$ cat src/rtl/ssd_scan_controller.sv
// Four-digit seven-segment sequencer: a shift-add-3 FSM converts num to BCD, then the digits are scanned.
// Optional build macro LEADING_ZERO_BLANK_EN blanks digits above the most significant non-zero digit.
module ssd_scan_controller #(
  parameter int unsigned REFRESH_DIV = 100000
) (
  input  logic        clk,
  input  logic        rst,
  input  logic [12:0] num,
  output logic [3:0]  Anode,
  output logic [6:0]  LED_out,
  output logic        busy,
  output logic        bcd_valid
);

  localparam int unsigned  CW   = (REFRESH_DIV > 1) ? $clog2(REFRESH_DIV) : 1;
  localparam logic [CW-1:0] LAST = CW'(REFRESH_DIV - 1);

  typedef enum logic [1:0] {IDLE, SHIFT, COMMIT} state_t;

  state_t      state_q, state_d;
  logic [12:0] shift_q, shift_d;
  logic [12:0] cap_q, cap_d;
  logic [12:0] shown_q, shown_d;
  logic [15:0] scr_q, scr_d;
  logic [15:0] disp_q, disp_d;
  logic [3:0]  cnt_q, cnt_d;
  logic        busy_q, busy_d;
  logic        valid_q, valid_d;
  logic        first_q, first_d;
  logic [15:0] adj;

  logic [CW-1:0] ref_q;
  logic [1:0]    idx_q;
  logic [3:0]    an_q;
  logic [6:0]    led_q;
  logic [3:0]    nib;
  logic [6:0]    seg;
  logic          blank;

  always_comb begin
    state_d = state_q;
    shift_d = shift_q;
    cap_d   = cap_q;
    shown_d = shown_q;
    scr_d   = scr_q;
    disp_d  = disp_q;
    cnt_d   = cnt_q;
    busy_d  = busy_q;
    valid_d = valid_q;
    first_d = first_q;
    adj     = scr_q;
    for (int unsigned i = 0; i < 4; i++) begin
      if (scr_q[4*i +: 4] >= 4'd5) adj[4*i +: 4] = scr_q[4*i +: 4] + 4'd3;
    end
    unique case (state_q)
      IDLE: begin
        if (first_q || (num != shown_q)) begin
          shift_d = num;
          cap_d   = num;
          scr_d   = '0;
          cnt_d   = '0;
          busy_d  = 1'b1;
          state_d = SHIFT;
        end
      end
      SHIFT: begin
        {scr_d, shift_d} = {adj, shift_q} << 1;
        cnt_d = cnt_q + 4'd1;
        if (cnt_q == 4'd12) state_d = COMMIT;
      end
      COMMIT: begin
        disp_d  = scr_q;
        shown_d = cap_q;
        valid_d = 1'b1;
        busy_d  = 1'b0;
        first_d = 1'b0;
        state_d = IDLE;
      end
      default: state_d = IDLE;
    endcase
  end

  always_ff @(posedge clk or negedge rst) begin
    if (!rst) begin
      state_q <= IDLE;
      shift_q <= '0;
      cap_q   <= '0;
      shown_q <= '0;
      scr_q   <= '0;
      disp_q  <= '0;
      cnt_q   <= '0;
      busy_q  <= 1'b0;
      valid_q <= 1'b0;
      first_q <= 1'b1;
    end else begin
      state_q <= state_d;
      shift_q <= shift_d;
      cap_q   <= cap_d;
      shown_q <= shown_d;
      scr_q   <= scr_d;
      disp_q  <= disp_d;
      cnt_q   <= cnt_d;
      busy_q  <= busy_d;
      valid_q <= valid_d;
      first_q <= first_d;
    end
  end

  always_comb begin
    nib = disp_q[{idx_q, 2'b00} +: 4];
    case (nib)
      4'd0:    seg = 7'b0000001;
      4'd1:    seg = 7'b1001111;
      4'd2:    seg = 7'b0010010;
      4'd3:    seg = 7'b0000110;
      4'd4:    seg = 7'b1001100;
      4'd5:    seg = 7'b0100100;
      4'd6:    seg = 7'b0100000;
      4'd7:    seg = 7'b0001111;
      4'd8:    seg = 7'b0000000;
      4'd9:    seg = 7'b0000100;
      default: seg = 7'b1111111;
    endcase
    blank = 1'b0;
`ifdef LEADING_ZERO_BLANK_EN
    // a digit is blank when it and every more significant digit are zero; digit 0 always shows
    case (idx_q)
      2'd1:    blank = (disp_q[15:4]  == '0);
      2'd2:    blank = (disp_q[15:8]  == '0);
      2'd3:    blank = (disp_q[15:12] == '0);
      default: blank = 1'b0;
    endcase
`endif
  end

  // Anode and LED_out share one register stage so a digit change never mixes old and new values
  always_ff @(posedge clk or negedge rst) begin
    if (!rst) begin
      ref_q <= '0;
      idx_q <= '0;
      an_q  <= '1;
      led_q <= '1;
    end else begin
      if (ref_q == LAST) begin
        ref_q <= '0;
        idx_q <= idx_q + 2'd1;
      end else begin
        ref_q <= ref_q + CW'(1);
      end
      an_q  <= valid_q ? ~(4'b0001 << idx_q) : 4'b1111;
      led_q <= (valid_q && !blank) ? seg : 7'b1111111;
    end
  end

  assign Anode     = an_q;
  assign LED_out   = led_q;
  assign busy      = busy_q;
  assign bcd_valid = valid_q;

endmodule

$ cat config.mk
export PLATFORM = sky130hd
export DESIGN_NAME = ssd_scan_controller
export DESIGN_NICKNAME = d
export VERILOG_FILES = /design/src/rtl/ssd_scan_controller.sv
export SDC_FILE = /design/constraint.sdc
export NUM_CORES = 1
export LEC_CHECK = 0
export ABC_AREA = 1
export CORE_ASPECT_RATIO = 1.2
export CORE_MARGIN = 2
export CORE_UTILIZATION = 50
export CTS_BUF_LIST = sky130_fd_sc_hd__clkbuf_8
export CTS_CLUSTER_SIZE = 24
export DETAILED_ROUTE_END_ITERATION = 6
export PLACE_DENSITY = 0.77
export SETUP_SLACK_MARGIN = 0.1
export SKIP_LAST_GASP = 1
export SYNTH_ARGS = -nofsm -noshare
export SYNTH_HDL_FRONTEND = slang
export SYNTH_SLANG_ARGS = --single-unit
$ cat constraint.sdc
create_clock -name clk -period 4 [get_ports clk]
set_input_delay 0.8 -clock clk [delete_from_list [all_inputs] [get_ports clk]]
set_output_delay 0.8 -clock clk [all_outputs]
set_load 0.005 [all_outputs]
==> flow_summary.html, run 1 <==
<table>
<tr><th>Metric</th><th>Value</th></tr>
<tr><th colspan="2">Finish</th></tr>
<tr><td>Fraction of layout cells with a size suffix above 1</td><td>6.41%</td></tr>
<tr><td>Synth-to-Final Area Change</td><td>10.6%</td></tr>
<tr><td># nets final</td><td>717</td></tr>
<tr><td>Post-route insts no fill</td><td>815</td></tr>
<tr><td>Diode count</td><td>0</td></tr>
<tr><th colspan="2">Yosys</th></tr>
<tr><td>Share of synthesized flip-flops with an asynchronous set or reset</td><td>100%</td></tr>
<tr><td>Most used flip-flop cell after synthesis</td><td>sky130_fd_sc_hd__dfrtp_1</td></tr>
<tr><td>Number of enable flip-flop cells after synthesis</td><td>0</td></tr>
<tr><td>FF+latch count, synth</td><td>110</td></tr>
<tr><td>Leading cell types by total area after synthesis</td><td>sky130_fd_sc_hd__dfrtp_1 46%, sky130_fd_sc_hd__nand2_1 15%, sky130_fd_sc_hd__o21ai_0 6.9%</td></tr>
<tr><td>Warnings, synthesis</td><td>0</td></tr>
<tr><td>Largest area contributor in the synthesized netlist</td><td>sky130_fd_sc_hd__dfrtp_1</td></tr>
<tr><td>Netlist Area Pre-Place</td><td>0.00535 mm2</td></tr>
<tr><td>Avg Cell Area, Syn</td><td>8.13 um2</td></tr>
<tr><td>Gate count after technology mapping</td><td>658</td></tr>
<tr><td>Unique masters post-synth</td><td>27</td></tr>
<tr><td>Post-synth top area share</td><td>45.8%</td></tr>
<tr><td>Syn nets</td><td>694</td></tr>
<tr><td>Seq/Total Area, Yosys</td><td>51.7%</td></tr>
<tr><th colspan="2">Status</th></tr>
<tr><td>Result of the run</td><td>finished clean</td></tr>
<tr><th colspan="2">Drt</th></tr>
<tr><td>Met1 Routed Length</td><td>4490 um</td></tr>
<tr><td>Detailed-route DRC error count</td><td>0</td></tr>
<tr><td>Drt wl/cell</td><td>12.5 um</td></tr>
<tr><td>Number of violations reported at the end of detailed-routing iteration 0</td><td>312</td></tr>
<tr><td>Wire length on met3</td><td>402 um</td></tr>
<tr><td>Highest Signal Layer</td><td>met4</td></tr>
<tr><td>Vias after detailed routing</td><td>4254</td></tr>
<tr><td>Number of antenna-violating nets in the routed design</td><td>0</td></tr>
<tr><td>First-pass iteration count of the detailed router</td><td>5</td></tr>
<tr><td>Detailed Route WL</td><td>10200 um</td></tr>
<tr><td>Vias per cell</td><td>5.22</td></tr>
<tr><td>Met2 routed wirelength</td><td>5110 um</td></tr>
<tr><th colspan="2">STA</th></tr>
<tr><td>Worst setup skew after layout</td><td>0.0105 ns</td></tr>
<tr><td>Total negative slack for setup checks</td><td>0 ns</td></tr>
<tr><td>Tmin final</td><td>2.60 ns</td></tr>
<tr><td>Worst slew pin tran</td><td>0.993 ns</td></tr>
<tr><td>Final count of negative-setup-slack endpoints</td><td>0</td></tr>
<tr><td>Final worst-path cycle share</td><td>65.0%</td></tr>
<tr><td>Max frequency</td><td>385 MHz</td></tr>
<tr><td>Final count of hold timing violations</td><td>0</td></tr>
<tr><td>Relative slew margins</td><td>33.8%</td></tr>
<tr><td>Setup repair after global routing missed its margin</td><td>false</td></tr>
<tr><td>Fin. max-slew vios</td><td>0</td></tr>
<tr><th colspan="2">Placed design</th></tr>
<tr><td>Dpl hpwl</td><td>7060 um</td></tr>
<tr><td>Number of port buffers</td><td>27</td></tr>
<tr><td>Placed instance count</td><td>799</td></tr>
<tr><td>Routability cong.</td><td>0.890</td></tr>
<tr><th colspan="2">Die</th></tr>
<tr><td>Core region area</td><td>0.0105 mm2</td></tr>
<tr><td>Die Height</td><td>117 um</td></tr>
<tr><td>Count of standard-cell rows</td><td>41</td></tr>
<tr><td>Die footprint</td><td>0.0116 mm2</td></tr>
<tr><td>Ports placed on the boundary</td><td>28</td></tr>
<tr><td>Starting Density</td><td>51.1%</td></tr>
<tr><td>Die Span X</td><td>98.5 um</td></tr>
<tr><th colspan="2">Critical path</th></tr>
<tr><td>Cell type group with the largest total delay on the critical path</td><td>simple AND/OR/NAND/NOR gates</td></tr>
<tr><td>Startpoint types</td><td>input pin</td></tr>
<tr><td>Slowest cell on the critical path</td><td>sky130_fd_sc_hd__clkdlybuf4s50_1</td></tr>
<tr><td>Worst r2r src</td><td>state_q[0]</td></tr>
<tr><td>Reg2Reg Setup Slack</td><td>1.82 ns</td></tr>
<tr><td>Count of buffer and inverter cells on the critical path</td><td>2</td></tr>
<tr><td>Critical path data arrival time</td><td>2.86 ns</td></tr>
<tr><td>Peak fanout along the critical path</td><td>23</td></tr>
<tr><td>Element type at the critical path end</td><td>flop</td></tr>
<tr><td>Reg-to-reg endpoint</td><td>shift_q[7]</td></tr>
<tr><td>Worst Reg-to-Reg Cells</td><td>7</td></tr>
<tr><td>Kind of critical path</td><td>input pin to flop</td></tr>
<tr><td>Critical Path Max Stage Delay</td><td>0.48 ns</td></tr>
<tr><td>Cell chain of the critical path</td><td>clkdlybuf4s50_1, inv_1, nand2_1, nand2_1, nor2_1, nand2_1, nor2_1, nand2_1, nand2_2, nand2_1, nand2_1, nand2_1</td></tr>
<tr><td>Required time of the critical path</td><td>4.26 ns</td></tr>
<tr><td>Worst setup path startpoint</td><td>num[7]</td></tr>
<tr><td>Most common cell type on the critical path</td><td>sky130_fd_sc_hd__nand2_1</td></tr>
<tr><th colspan="2">Clock tree</th></tr>
<tr><td>TritonCTS clock tree</td><td>built</td></tr>
<tr><td>Number of H-tree levels</td><td>3</td></tr>
<tr><td>Post-CTS setup buffers</td><td>0</td></tr>
<tr><td>CTS root buffer</td><td>sky130_fd_sc_hd__clkbuf_8</td></tr>
<tr><td>Total clock buffers created by CTS</td><td>9</td></tr>
<tr><td>Later-pin clock latency in the skew report</td><td>0.37 ns</td></tr>
<tr><td>Post-cts hold buffer count</td><td>0</td></tr>
<tr><td>Clock slew at reported path FFs</td><td>0.09 ns</td></tr>
<tr><td>Post-cts repair resize count</td><td>0</td></tr>
<tr><td>Clk sinks</td><td>110</td></tr>
<tr><td>Maximum count of clock buffers along a single path</td><td>2</td></tr>
<tr><th colspan="2">Pwr</th></tr>
<tr><td>Sequential group share of total power</td><td>47.1%</td></tr>
<tr><td>Power density over the cells</td><td>632 mW/mm2</td></tr>
<tr><td>Fraction of power spent switching nets</td><td>37.9%</td></tr>
<tr><td>Cell leakage power</td><td>3.01 nW</td></tr>
<tr><td>Portion of total power attributed to the clock network</td><td>17.8%</td></tr>
<tr><td>Internal power contribution</td><td>2.33 mW</td></tr>
<tr><td>Part of the power in combinational logic</td><td>35.1%</td></tr>
<tr><td>Max IR drop VDD</td><td>270 uV</td></tr>
<tr><td>Net switching power</td><td>1.42 mW</td></tr>
<tr><th colspan="2">Global routing</th></tr>
<tr><td>Antenna violations before repair</td><td>0</td></tr>
<tr><td>Via count of the first global-routing pass</td><td>4178</td></tr>
<tr><td>Overall track demand over capacity in global routing</td><td>18.5%</td></tr>
<tr><td>Maximum number of pins on one net before global-route repair</td><td>82</td></tr>
<tr><td>First-pass GRT wire length</td><td>17700 um</td></tr>
<tr><td>Remaining global-route overflow</td><td>0</td></tr>
<tr><th colspan="2">Min path</th></tr>
<tr><td>Worst min-delay path endpoint</td><td>ref_q[0]</td></tr>
<tr><td>Worst hold start</td><td>ref_q[0]</td></tr>
<tr><td>Class of the most critical hold timing path</td><td>flop to flop</td></tr>
<tr><td>Hold path cells</td><td>1</td></tr>
<tr><th colspan="2">Job</th></tr>
<tr><td>Number of maximum-capacitance violations</td><td>0</td></tr>
</table>
==> per-stage QoR <==
step | hold WS [ns] | setup WS, ns | util [%] | instance area, um2 | power (mW)
floorplan | 0.432 | 2.23 | - | 5350 | 2.73
global placement | 0.449 | 1.09 | 54.7 | 5720 | 3.01
detailed placement | 0.451 | 1.01 | 54.7 | 5720 | 3.10
CTS | 0.464 | 1.41 | 56.6 | 5920 | 3.77
global route | 0.485 | 1.19 | 56.6 | 5920 | 4.08
finish | 0.462 | 1.40 | 56.6 | 5920 | 3.74
==> cells in the final DEF, fill, tap and decap left out <==
cell,n
sky130_fd_sc_hd__nor4_2,1
sky130_fd_sc_hd__clkinv_4,1
sky130_fd_sc_hd__dfrtp_1,98
sky130_fd_sc_hd__and2_1,1
sky130_fd_sc_hd__ha_1,21
sky130_fd_sc_hd__inv_1,76
sky130_fd_sc_hd__a21oi_2,1
sky130_fd_sc_hd__nor3b_1,1
sky130_fd_sc_hd__clkinv_2,1
sky130_fd_sc_hd__clkdlybuf4s50_1,26
sky130_fd_sc_hd__o21ai_1,2
sky130_fd_sc_hd__nand2_1,208
sky130_fd_sc_hd__clkbuf_8,10
sky130_fd_sc_hd__a21oi_1,19
sky130_fd_sc_hd__nor4_1,3
sky130_fd_sc_hd__o21ai_0,74
sky130_fd_sc_hd__nor2_1,37
sky130_fd_sc_hd__bufinv_16,1
sky130_fd_sc_hd__o211ai_1,4
sky130_fd_sc_hd__xnor2_1,3
sky130_fd_sc_hd__or2_1,1
sky130_fd_sc_hd__nand4_1,5
sky130_fd_sc_hd__nand2_2,2
sky130_fd_sc_hd__clkinvlp_4,2
sky130_fd_sc_hd__buf_4,6
sky130_fd_sc_hd__nand3_1,52
sky130_fd_sc_hd__xor2_1,11
sky130_fd_sc_hd__dfstp_2,12
sky130_fd_sc_hd__nor2_2,2
sky130_fd_sc_hd__inv_2,5
==> layer usage <==
metal / up-vias / GRT usage (%)
met2: 108 / 32.1
li1: 2124 / -
met1: 2005 / 22.2
met3: 17 / 4.23
met4: 0 / 6.76
met5: - / 0
==> cells in the mapped netlist, types with 6 or more instances <==
| master | number |
|---|---|
| sky130_fd_sc_hd__xor2_1 | 11 |
| sky130_fd_sc_hd__nand2_1 | 208 |
| sky130_fd_sc_hd__a21oi_1 | 19 |
| sky130_fd_sc_hd__clkbuf_1 | 10 |
| sky130_fd_sc_hd__dfrtp_1 | 98 |
| sky130_fd_sc_hd__nand3_1 | 52 |
| sky130_fd_sc_hd__dfstp_2 | 12 |
| sky130_fd_sc_hd__ha_1 | 21 |
| sky130_fd_sc_hd__inv_1 | 75 |
| sky130_fd_sc_hd__buf_2 | 6 |
| sky130_fd_sc_hd__nor2_1 | 37 |
| sky130_fd_sc_hd__o21ai_0 | 74 |
==> logic make-up after synthesis <==
logic type	after synthesis	share of synthesized area (%)
AO/OA/AOI/OAI	100	9.61
XOR/XNOR	14	2.29
adder cells (fa/ha/maj)	21	4.91
buffers and inverters	100	7.43
flip-flops	110	51.7
AND/OR/NAND/NOR	313	24.1
==> worst reg2reg max path: cells and delay by family (launching register included) <==
family | cells | cell delay, ns
AND/OR/NAND/NOR | 4 | 0.76
flip-flops | 1 | 0.39
buffers and inverters | 3 | 0.92
==> flip-flops by register name, indices dropped and copies added (netlist names) <==
| name | cells |
|---|---|
| Anode | 4 |
| LED_out | 7 |
| bcd_valid | 1 |
| busy | 1 |
| cap_q | 13 |
| cnt_q | 4 |
| disp_q | 16 |
| first_q | 1 |
| idx_q | 2 |
| ref_q | 17 |
| scr_q | 16 |
| shift_q | 13 |
| shown_q | 13 |
| state_q | 2 |
==> final cells by class <==
cell class                 count  area [um2]
tap                          129         161
clock buffer                  10         138
inverter                      80         300
timing repair buffer          32         305
multi-input combinational    448        2190
clock inverter                 6        62.6
sequential                   110        2770
fill                         936        4540
==> worst max-delay path by stage <==
stage	to	slack [ns]	cells past startpoint
floorplan	shift_q[11]	2.23	12
global placement	shift_q[12]	1.09	12
detailed placement	shift_q[12]	1.01	12
CTS	shift_q[12]	1.41	12
global route	shift_q[5]	1.19	12
finish	shift_q[7]	1.40	12
==> power by group through the flow <==
| stage | logic, mW | clock network, mW | registers [mW] |
|---|---|---|---|
| 2_1_floorplan | 1.01 | 0 | 1.71 |
| 3_3_place_gp | 1.25 | 0 | 1.76 |
| 3_5_place_dp | 1.33 | 0 | 1.78 |
| 4_1_cts | 1.33 | 0.687 | 1.76 |
| 5_1_grt | 1.54 | 0.729 | 1.81 |
| 6_report | 1.31 | 0.667 | 1.76 |
No activity file was read; power rests on OpenSTA's default activity.
==> inputs of run 2 (changes only) <==
--- a/config.mk
+++ b/config.mk
@@ -12,7 +12,7 @@
 export CTS_BUF_LIST = sky130_fd_sc_hd__clkbuf_8
 export CTS_CLUSTER_SIZE = 24
 export DETAILED_ROUTE_END_ITERATION = 6
-export PLACE_DENSITY = 0.77
+export PLACE_DENSITY = 0.8
 export SETUP_SLACK_MARGIN = 0.1
 export SKIP_LAST_GASP = 1
 export SYNTH_ARGS = -nofsm -noshare
==> constraint.sdc (replaced) <==
create_clock -name clk -period 2.3 [get_ports clk]
set_input_delay 0.46 -clock clk [delete_from_list [all_inputs] [get_ports clk]]
set_output_delay 0.46 -clock clk [all_outputs]
set_load 0.005 [all_outputs]
==> run 2 against run 1 <==
Effect of this change:
- highest routed layer unchanged
- utilization is 0.22 points higher
- final area up 0.38%
- clock power up 72%
==> flow_summary.html, run 2 (synthesized netlist as in run 1, its figures left out) <==
<table>
<tr><th>Metric</th><th>Value</th></tr>
<tr><th colspan="2">Finish</th></tr>
<tr><td>Fraction of layout cells with a size suffix above 1</td><td>6.40% (-0.0093 points)</td></tr>
<tr><td>Post-route standard cell area excluding fillers</td><td>0.00594 mm2 (+0.38%)</td></tr>
<tr><td>Number of flip-flops under the largest register name</td><td>17 (unchanged)</td></tr>
<tr><td>Diode count</td><td>0 (unchanged)</td></tr>
<tr><td>Most common cell after layout, fill and taps aside</td><td>sky130_fd_sc_hd__nand2_1</td></tr>
<tr><td>Top library cells by usage in the layout, fill and taps aside</td><td>208 x sky130_fd_sc_hd__nand2_1, 98 x sky130_fd_sc_hd__dfrtp_1, 77 x sky130_fd_sc_hd__inv_1</td></tr>
<tr><td>Synth-to-Final Area Change</td><td>11.1%</td></tr>
<tr><td>Register name with the most flops</td><td>ref_q</td></tr>
<tr><td>Final core utilization</td><td>56.8% (+0.22 points)</td></tr>
<tr><td>Largest registers</td><td>ref_q: 17 flops, disp_q: 16 flops, scr_q: 16 flops</td></tr>
<tr><td># nets final</td><td>718 (+0.14%)</td></tr>
<tr><th colspan="2">Drt</th></tr>
<tr><td>Drt wl/cell</td><td>12.2 um (-2.5%)</td></tr>
<tr><td>Detailed-route DRC error count</td><td>0 (unchanged)</td></tr>
<tr><td>Number of violations reported at the end of detailed-routing iteration 0</td><td>266 (-15%)</td></tr>
<tr><td>Detailed Route WL</td><td>9960 um (-2.4%)</td></tr>
<tr><td>Vias after detailed routing</td><td>4167 (-2.0%)</td></tr>
<tr><td>Vias per cell</td><td>5.11 (-2.2%)</td></tr>
<tr><td>Number of antenna-violating nets in the routed design</td><td>0 (unchanged)</td></tr>
<tr><td>First-pass iteration count of the detailed router</td><td>4 (-1)</td></tr>
<tr><th colspan="2">STA</th></tr>
<tr><td>Total negative slack for setup checks</td><td>0 ns (unchanged)</td></tr>
<tr><td>PnR worst setup slack</td><td>0.421 ns (-0.978 ns)</td></tr>
<tr><td>Setup repair after global routing missed its margin</td><td>false</td></tr>
<tr><td>Worst slew pin tran</td><td>0.679 ns (-0.314 ns)</td></tr>
<tr><td>Final count of negative-setup-slack endpoints</td><td>0 (unchanged)</td></tr>
<tr><td>Max frequency</td><td>532 MHz</td></tr>
<tr><td>Final count of hold timing violations</td><td>0 (unchanged)</td></tr>
<tr><td>Relative slew margins</td><td>54.7% (+21 points)</td></tr>
<tr><td>Fin. max-slew vios</td><td>0 (unchanged)</td></tr>
<tr><td>Tmin final</td><td>1.88 ns</td></tr>
<tr><td>Worst Hold Margin</td><td>0.106 ns (-0.356 ns)</td></tr>
<tr><td>Worst setup skew after layout</td><td>0.0122 ns (+0.00171 ns)</td></tr>
<tr><td>Final worst-path cycle share</td><td>81.7%</td></tr>
<tr><th colspan="2">Pwr</th></tr>
<tr><td>Max IR drop VDD</td><td>605 uV (+120%)</td></tr>
<tr><td>Fraction of power spent switching nets</td><td>38.0% (+0.13 points)</td></tr>
<tr><td>Cell leakage power</td><td>3.02 nW (+0.46%)</td></tr>
<tr><td>Internal power contribution</td><td>4.05 mW (+74%)</td></tr>
<tr><td>Portion of total power attributed to the clock network</td><td>17.6% (-0.2 points)</td></tr>
<tr><td>Sequential group share of total power</td><td>46.6% (-0.5 points)</td></tr>
<tr><td>Net switching power</td><td>2.48 mW (+75%)</td></tr>
<tr><td>Power density over the cells</td><td>1100 mW/mm2 (+74%)</td></tr>
<tr><td>Part of the power in combinational logic</td><td>35.7% (+0.6 points)</td></tr>
<tr><th colspan="2">Critical path</th></tr>
<tr><td>Kind of critical path</td><td>flop to flop</td></tr>
<tr><td>Reg2Reg Setup Slack</td><td>0.42 ns (-1.40 ns)</td></tr>
<tr><td>Peak fanout along the critical path</td><td>13 (-43%)</td></tr>
<tr><td>Worst setup path startpoint</td><td>idx_q[0]</td></tr>
<tr><td>Critical path data arrival time</td><td>2.18 ns (-0.68 ns)</td></tr>
<tr><td>Startpoint types</td><td>flop</td></tr>
<tr><td>Element type at the critical path end</td><td>flop</td></tr>
<tr><td>Required time of the critical path</td><td>2.60 ns (-1.66 ns)</td></tr>
<tr><td>Worst r2r src</td><td>idx_q[0]</td></tr>
<tr><th colspan="2">Global routing</th></tr>
<tr><td>Overall track demand over capacity in global routing</td><td>18.5% (+0.032 points)</td></tr>
<tr><td>Antenna violations before repair</td><td>0 (unchanged)</td></tr>
<tr><td>First-pass GRT wire length</td><td>17600 um (-0.43%)</td></tr>
<tr><td>Remaining global-route overflow</td><td>0 (unchanged)</td></tr>
<tr><td>Via count of the first global-routing pass</td><td>4082 (-2.3%)</td></tr>
<tr><td>Maximum number of pins on one net before global-route repair</td><td>111 (+35%)</td></tr>
<tr><th colspan="2">Clock tree</th></tr>
<tr><td>TritonCTS clock tree</td><td>built</td></tr>
<tr><td>Clk sinks</td><td>110 (unchanged)</td></tr>
<tr><td>Number of H-tree levels</td><td>3 (unchanged)</td></tr>
<tr><td>Later-pin clock latency in the skew report</td><td>0.38 ns (about the same)</td></tr>
<tr><td>Post-CTS setup buffers</td><td>0 (unchanged)</td></tr>
<tr><td>Clock slew at reported path FFs</td><td>0.10 ns (about the same)</td></tr>
<tr><td>Maximum count of clock buffers along a single path</td><td>2 (unchanged)</td></tr>
<tr><td>Post-cts hold buffer count</td><td>0 (unchanged)</td></tr>
<tr><td>Total clock buffers created by CTS</td><td>9 (unchanged)</td></tr>
<tr><td>CTS root buffer</td><td>sky130_fd_sc_hd__clkbuf_8</td></tr>
<tr><td>Post-cts repair resize count</td><td>0 (unchanged)</td></tr>
<tr><th colspan="2">Placed design</th></tr>
<tr><td>Placed cell area</td><td>0.00575 mm2 (+0.57%)</td></tr>
<tr><td>Dpl hpwl</td><td>6840 um (-3.2%)</td></tr>
<tr><td>Worst setup slack before clock tree synthesis</td><td>0.0989 ns (-0.913 ns)</td></tr>
<tr><td>Routability cong.</td><td>0.826 (-7.2%)</td></tr>
<tr><td>Number of port buffers</td><td>27 (unchanged)</td></tr>
<tr><th colspan="2">Die</th></tr>
<tr><td>Die Height</td><td>117 um (unchanged)</td></tr>
<tr><td>Count of standard-cell rows</td><td>41 (unchanged)</td></tr>
<tr><td>Die Span X</td><td>98.5 um (unchanged)</td></tr>
<tr><td>Core region area</td><td>0.0105 mm2 (unchanged)</td></tr>
<tr><td>Ports placed on the boundary</td><td>28 (unchanged)</td></tr>
<tr><td>Starting Density</td><td>51.1% (unchanged)</td></tr>
<tr><td>Die footprint</td><td>0.0116 mm2 (unchanged)</td></tr>
<tr><th colspan="2">Job</th></tr>
<tr><td>Number of maximum-capacitance violations</td><td>0 (unchanged)</td></tr>
<tr><th colspan="2">Status</th></tr>
<tr><td>Result of the run</td><td>finished clean</td></tr>
<tr><th colspan="2">Min path</th></tr>
<tr><td>Class of the most critical hold timing path</td><td>input pin to asynchronous set/reset pin</td></tr>
</table>
## run 2: cell count changes in the layout (fill, tap and decap cells not counted), sizes merged
cell,delta
clkbuf,-1
inv,+2
buf,+1
clkinv,-1
## run 2: power groups by stage
stage | Clock [mW] | Sequential (mW) | Combinational (mW)
2_1_floorplan | 0 | 2.98 | 1.76
3_3_place_gp | 0 | 3.05 | 2.22
3_5_place_dp | 0 | 3.08 | 2.34
4_1_cts | 1.19 | 3.05 | 2.37
5_1_grt | 1.26 | 3.13 | 2.77
6_report | 1.15 | 3.05 | 2.33
## run 2: final cells by class
cell class | count | area (um2)
multi-input cells | 448 | 2190
clock buffers | 9 | 124
flip-flops and latches | 110 | 2770
fillers | 976 | 4520
repair buffers | 33 | 338
well taps | 129 | 161
clock inverters | 7 | 66.3
inverters | 80 | 300
## run 2: metal layers
layer	part of all wire, %	track usage [%]
met1	45	23.3
met5	0	0
met4	1.7	6.85
met3	3.2	3.40
met2	50	31.7
## run 2: worst paths after layout
path                       cells after the start    endpoint
min in group clk                               2     first_q
max in group asynchronous                      2  disp_q[15]
hold reg to reg                                2     first_q
setup / recovery                               9  LED_out[6]
setup reg to reg                               9  LED_out[6]
hold / removal                                 2   ref_q[15]
## run 2: stage by stage
stage | power, mW | std cells
2_1_floorplan | 4.74 | 658
3_3_place_gp | 5.27 | 800
3_5_place_dp | 5.42 | 800
4_1_cts | 6.61 | 816
5_1_grt | 7.16 | 816
6_report | 6.53 | 816
## run 2: critical path: stages, from the launching register on
cell and delay (ns):
sky130_fd_sc_hd__dfrtp_1 0.59, sky130_fd_sc_hd__inv_2 0.17, sky130_fd_sc_hd__nand2_1 0.09, sky130_fd_sc_hd__nand3_1 0.06
sky130_fd_sc_hd__nand2_1 0.18, sky130_fd_sc_hd__inv_1 0.11, sky130_fd_sc_hd__ha_1 0.20, sky130_fd_sc_hd__or2_1 0.24
sky130_fd_sc_hd__o211ai_1 0.09, sky130_fd_sc_hd__nand2_1 0.08
==> inputs of run 3 (changes only) <==
--- a/config.mk
+++ b/config.mk
@@ -12,7 +12,7 @@
 export CTS_BUF_LIST = sky130_fd_sc_hd__clkbuf_8
 export CTS_CLUSTER_SIZE = 24
 export DETAILED_ROUTE_END_ITERATION = 6
-export PLACE_DENSITY = 0.8
+export PLACE_DENSITY = 0.77
 export SETUP_SLACK_MARGIN = 0.1
 export SKIP_LAST_GASP = 1
 export SYNTH_ARGS = -nofsm -noshare
==> constraint.sdc (replaced) <==
create_clock -name clk -period 1.8 [get_ports clk]
set_input_delay 0.36 -clock clk [delete_from_list [all_inputs] [get_ports clk]]
set_output_delay 0.36 -clock clk [all_outputs]
set_load 0.005 [all_outputs]
==> run 3 against run 2 <==
Effect of this change:
- hold slack better by 0.36 ns
- flip-flop and latch count did not move
- count of clock-buffer cells in the layout grew 1
- largest cell class unchanged
- critical endpoint is now ref_q[12]
- register-to-register slack got worse by 0.25 ns
- largest power group unchanged
- clock power is 30% higher
- highest routed layer unchanged
- critical path depth down 1
- non-clock buffer count rose by 31
- utilization grew 3.0 points
- maximum frequency increased by 15%
- power is 30% higher
- die area unchanged
==> flow_summary.html, run 3 (synthesized netlist as in run 1, its figures left out) <==
<table>
<tr><th>Metric</th><th>Value</th></tr>
<tr><th colspan="2">Status</th></tr>
<tr><td>Result of the run</td><td>finished clean</td></tr>
<tr><th colspan="2">Drt</th></tr>
<tr><td>Vias per cell</td><td>5.09 (-0.24%)</td></tr>
<tr><td>Detailed-route DRC error count</td><td>0 (unchanged)</td></tr>
<tr><td>Detailed Route WL</td><td>10500 um (+5.5%)</td></tr>
<tr><td>Drt wl/cell</td><td>12.4 um (+1.7%)</td></tr>
<tr><td>Number of violations reported at the end of detailed-routing iteration 0</td><td>223 (-16%)</td></tr>
<tr><td>First-pass iteration count of the detailed router</td><td>4 (unchanged)</td></tr>
<tr><td>Vias after detailed routing</td><td>4315 (+3.6%)</td></tr>
<tr><td>Number of antenna-violating nets in the routed design</td><td>0 (unchanged)</td></tr>
<tr><th colspan="2">Die</th></tr>
<tr><td>Die footprint</td><td>0.0116 mm2 (unchanged)</td></tr>
<tr><td>Count of standard-cell rows</td><td>41 (unchanged)</td></tr>
<tr><td>Starting Density</td><td>51.1% (unchanged)</td></tr>
<tr><td>Die Span X</td><td>98.5 um (unchanged)</td></tr>
<tr><td>Die Height</td><td>117 um (unchanged)</td></tr>
<tr><td>Core region area</td><td>0.0105 mm2 (unchanged)</td></tr>
<tr><td>Ports placed on the boundary</td><td>28 (unchanged)</td></tr>
<tr><th colspan="2">Clock tree</th></tr>
<tr><td>Total clock buffers created by CTS</td><td>9 (unchanged)</td></tr>
<tr><td>CTS root buffer</td><td>sky130_fd_sc_hd__clkbuf_8</td></tr>
<tr><td>Later-pin clock latency in the skew report</td><td>0.37 ns (about the same)</td></tr>
<tr><td>Clock slew at reported path FFs</td><td>0.10 ns (about the same)</td></tr>
<tr><td>TritonCTS clock tree</td><td>built</td></tr>
<tr><td>Clk sinks</td><td>110 (unchanged)</td></tr>
<tr><td>Number of H-tree levels</td><td>3 (unchanged)</td></tr>
<tr><td>Maximum count of clock buffers along a single path</td><td>2 (unchanged)</td></tr>
<tr><th colspan="2">Global routing</th></tr>
<tr><td>First-pass GRT wire length</td><td>18300 um (+3.9%)</td></tr>
<tr><td>Remaining global-route overflow</td><td>0 (unchanged)</td></tr>
<tr><td>Antenna violations before repair</td><td>0 (unchanged)</td></tr>
<tr><td>Via count of the first global-routing pass</td><td>4302 (+5.4%)</td></tr>
<tr><td>Overall track demand over capacity in global routing</td><td>19.0% (+0.50 points)</td></tr>
<tr><td>Maximum number of pins on one net before global-route repair</td><td>48 (-57%)</td></tr>
<tr><th colspan="2">Finish</th></tr>
<tr><td>Final core utilization</td><td>59.8% (+3.0 points)</td></tr>
<tr><td>Fill cell count</td><td>914 (-6.4%)</td></tr>
<tr><td>Top library cells by usage in the layout, fill and taps aside</td><td>203 x sky130_fd_sc_hd__nand2_1, 96 x sky130_fd_sc_hd__dfrtp_1, 74 x sky130_fd_sc_hd__inv_1</td></tr>
<tr><td>Register name with the most flops</td><td>ref_q</td></tr>
<tr><td>Largest registers</td><td>ref_q: 17 flops, disp_q: 16 flops, scr_q: 16 flops</td></tr>
<tr><td># nets final</td><td>749 (+4.3%)</td></tr>
<tr><td>Post-route insts no fill</td><td>847 (+3.8%)</td></tr>
<tr><td>Diode count</td><td>0 (unchanged)</td></tr>
<tr><td>Fraction of layout cells with a size suffix above 1</td><td>12.4% (+6.0 points)</td></tr>
<tr><td>Most common cell after layout, fill and taps aside</td><td>sky130_fd_sc_hd__nand2_1</td></tr>
<tr><td>Synth-to-Final Area Change</td><td>16.9%</td></tr>
<tr><td>Number of flip-flops under the largest register name</td><td>17 (unchanged)</td></tr>
<tr><th colspan="2">Critical path</th></tr>
<tr><td>Peak fanout along the critical path</td><td>8 (-5)</td></tr>
<tr><td>Cell chain of the critical path</td><td>ha_2, nand2_2, nor2_4, inv_2, nor4_4, nand2_4, o211ai_1, inv_1</td></tr>
<tr><td>Slowest cell on the critical path</td><td>sky130_fd_sc_hd__dfrtp_1</td></tr>
<tr><td>Worst Reg-to-Reg Cells</td><td>8 (-1)</td></tr>
<tr><td>Required time of the critical path</td><td>2.06 ns (-0.54 ns)</td></tr>
<tr><td>Reg2Reg Setup Slack</td><td>0.17 ns (-0.25 ns)</td></tr>
<tr><td>Reg-to-reg endpoint</td><td>ref_q[12]</td></tr>
<tr><td>Worst r2r src</td><td>ref_q[1]</td></tr>
<tr><td>Kind of critical path</td><td>flop to flop</td></tr>
<tr><td>Startpoint types</td><td>flop</td></tr>
<tr><td>Critical path data arrival time</td><td>1.89 ns (-0.29 ns)</td></tr>
<tr><td>Critical Path Max Stage Delay</td><td>0.39 ns (-0.20 ns)</td></tr>
<tr><td>Element type at the critical path end</td><td>flop</td></tr>
<tr><th colspan="2">Pwr</th></tr>
<tr><td>Post-route total power</td><td>8.50 mW (+30%)</td></tr>
<tr><td>Power density over the cells</td><td>1360 mW/mm2 (+24%)</td></tr>
<tr><td>Max IR drop VDD</td><td>681 uV (+13%)</td></tr>
<tr><td>Cell leakage power</td><td>3.21 nW (+6.2%)</td></tr>
<tr><th colspan="2">STA</th></tr>
<tr><td>Worst Hold Margin</td><td>0.465 ns (+0.359 ns)</td></tr>
<tr><td>Worst slew pin tran</td><td>0.463 ns (-0.217 ns)</td></tr>
<tr><td>Fin. max-slew vios</td><td>0 (unchanged)</td></tr>
<tr><td>Worst setup skew after layout</td><td>0.0121 ns (-0.000149 ns)</td></tr>
<tr><td>Relative slew margins</td><td>68.9% (+14 points)</td></tr>
<tr><td>Max frequency</td><td>613 MHz (+15%)</td></tr>
<tr><td>Tmin final</td><td>1.63 ns (-0.247 ns)</td></tr>
<tr><td>Final count of hold timing violations</td><td>0 (unchanged)</td></tr>
<tr><td>Total negative slack for setup checks</td><td>0 ns (unchanged)</td></tr>
<tr><td>Setup repair after global routing missed its margin</td><td>true</td></tr>
<tr><td>Final worst-path cycle share</td><td>90.6% (+8.9 points)</td></tr>
<tr><td>Final count of negative-setup-slack endpoints</td><td>0 (unchanged)</td></tr>
<tr><th colspan="2">Min path</th></tr>
<tr><td>Worst min-delay path endpoint</td><td>first_q</td></tr>
<tr><td>Worst hold start</td><td>first_q</td></tr>
<tr><td>Class of the most critical hold timing path</td><td>flop to flop</td></tr>
<tr><td>Hold path cells</td><td>2</td></tr>
<tr><th colspan="2">Job</th></tr>
<tr><td>Number of maximum-capacitance violations</td><td>0 (unchanged)</td></tr>
<tr><th colspan="2">Placed design</th></tr>
<tr><td>Routability cong.</td><td>0.841 (+1.8%)</td></tr>
<tr><td>Number of port buffers</td><td>27 (unchanged)</td></tr>
<tr><td>Dpl hpwl</td><td>7490 um (+9.6%)</td></tr>
<tr><td>Placed instance count</td><td>825 (+3.1%)</td></tr>
</table>
-- run 3: cell types whose count changed in the layout (fill, tap and decap cells not counted), moves of 3 or more --
cell | previous run | this run
sky130_fd_sc_hd__clkdlybuf4s50_1 | 26 | 15
sky130_fd_sc_hd__nand2_2 | 2 | 5
sky130_fd_sc_hd__buf_4 | 5 | 31
sky130_fd_sc_hd__nand2_1 | 208 | 203
sky130_fd_sc_hd__dlygate4sd2_1 | 0 | 11
sky130_fd_sc_hd__buf_6 | 0 | 4
sky130_fd_sc_hd__inv_1 | 77 | 74
sky130_fd_sc_hd__nor2_1 | 37 | 33
-- run 3: power breakdown --
part / switching (mW) / internal, mW
clock network: 0.819 / 0.678
registers: 0.551 / 3.36
logic: 1.83 / 1.26
total: 3.20 / 5.30
-- run 3: stage by stage --
| step | area [um2] | setup WS, ns |
|---|---|---|
| 3_5_place_dp | 5940 | -0.243 |
| 3_3_place_gp | 5940 | -0.176 |
| 2_1_floorplan | 5350 | 0.203 |
| 6_report | 6260 | 0.169 |
| 5_1_grt | 6260 | 0.0632 |
| 4_1_cts | 6150 | 0.101 |
-- run 3: area by class of cell --
cell class / instances / area [um2] / area share, %
Clock inverter: 6 / 61.3 / 0.980
Multi-Input combinational cell: 448 / 2250 / 35.9
Clock buffer: 10 / 138 / 2.20
Inverter: 80 / 305 / 4.88
Sequential cell: 110 / 2770 / 44.3
Tap cell: 129 / 161 / 2.58
Timing Repair Buffer: 64 / 574 / 9.18
-- run 3: per-layer routing --
metal	vias to the layer above	track usage [%]	wire, um
met4	0	6.76	178
met3	17	3.46	307
li1	2185	-	-
met5	-	0	0
met2	72	33.8	5530
met1	2041	22.9	4510
-- run 3: worst max-delay path by stage --
stage / from / end / slack, ns / cells after the start
finish: ref_q[1] / ref_q[12] / 0.17 / 8
global route: ref_q[0] / idx_q[1] / 0.06 / 9
CTS: idx_q[0] / LED_out[2] / 0.10 / 9
detailed placement: num[11] / cap_q[6] / -0.24 / 11
global placement: num[5] / cap_q[6] / -0.18 / 11
floorplan: idx_q[0] / LED_out[6] / 0.20 / 9
-- run 3: timing repair --
item,in CTS,in global routing
buffers inserted,1,4
hold buffers,1,0
gates resized for setup,12,30
pin swaps,0,7
endpoints found under the setup margin,13,57
endpoints found under the hold margin,20,0
-- run 3: worst max-delay path, delay by kind of cell (launching register included) --
family          cells  cell delay, ns
fa+ha+maj           1            0.21
compound gates      1            0.14
simple gates        4            0.66
flops               1            0.39
buf+inv             2            0.13
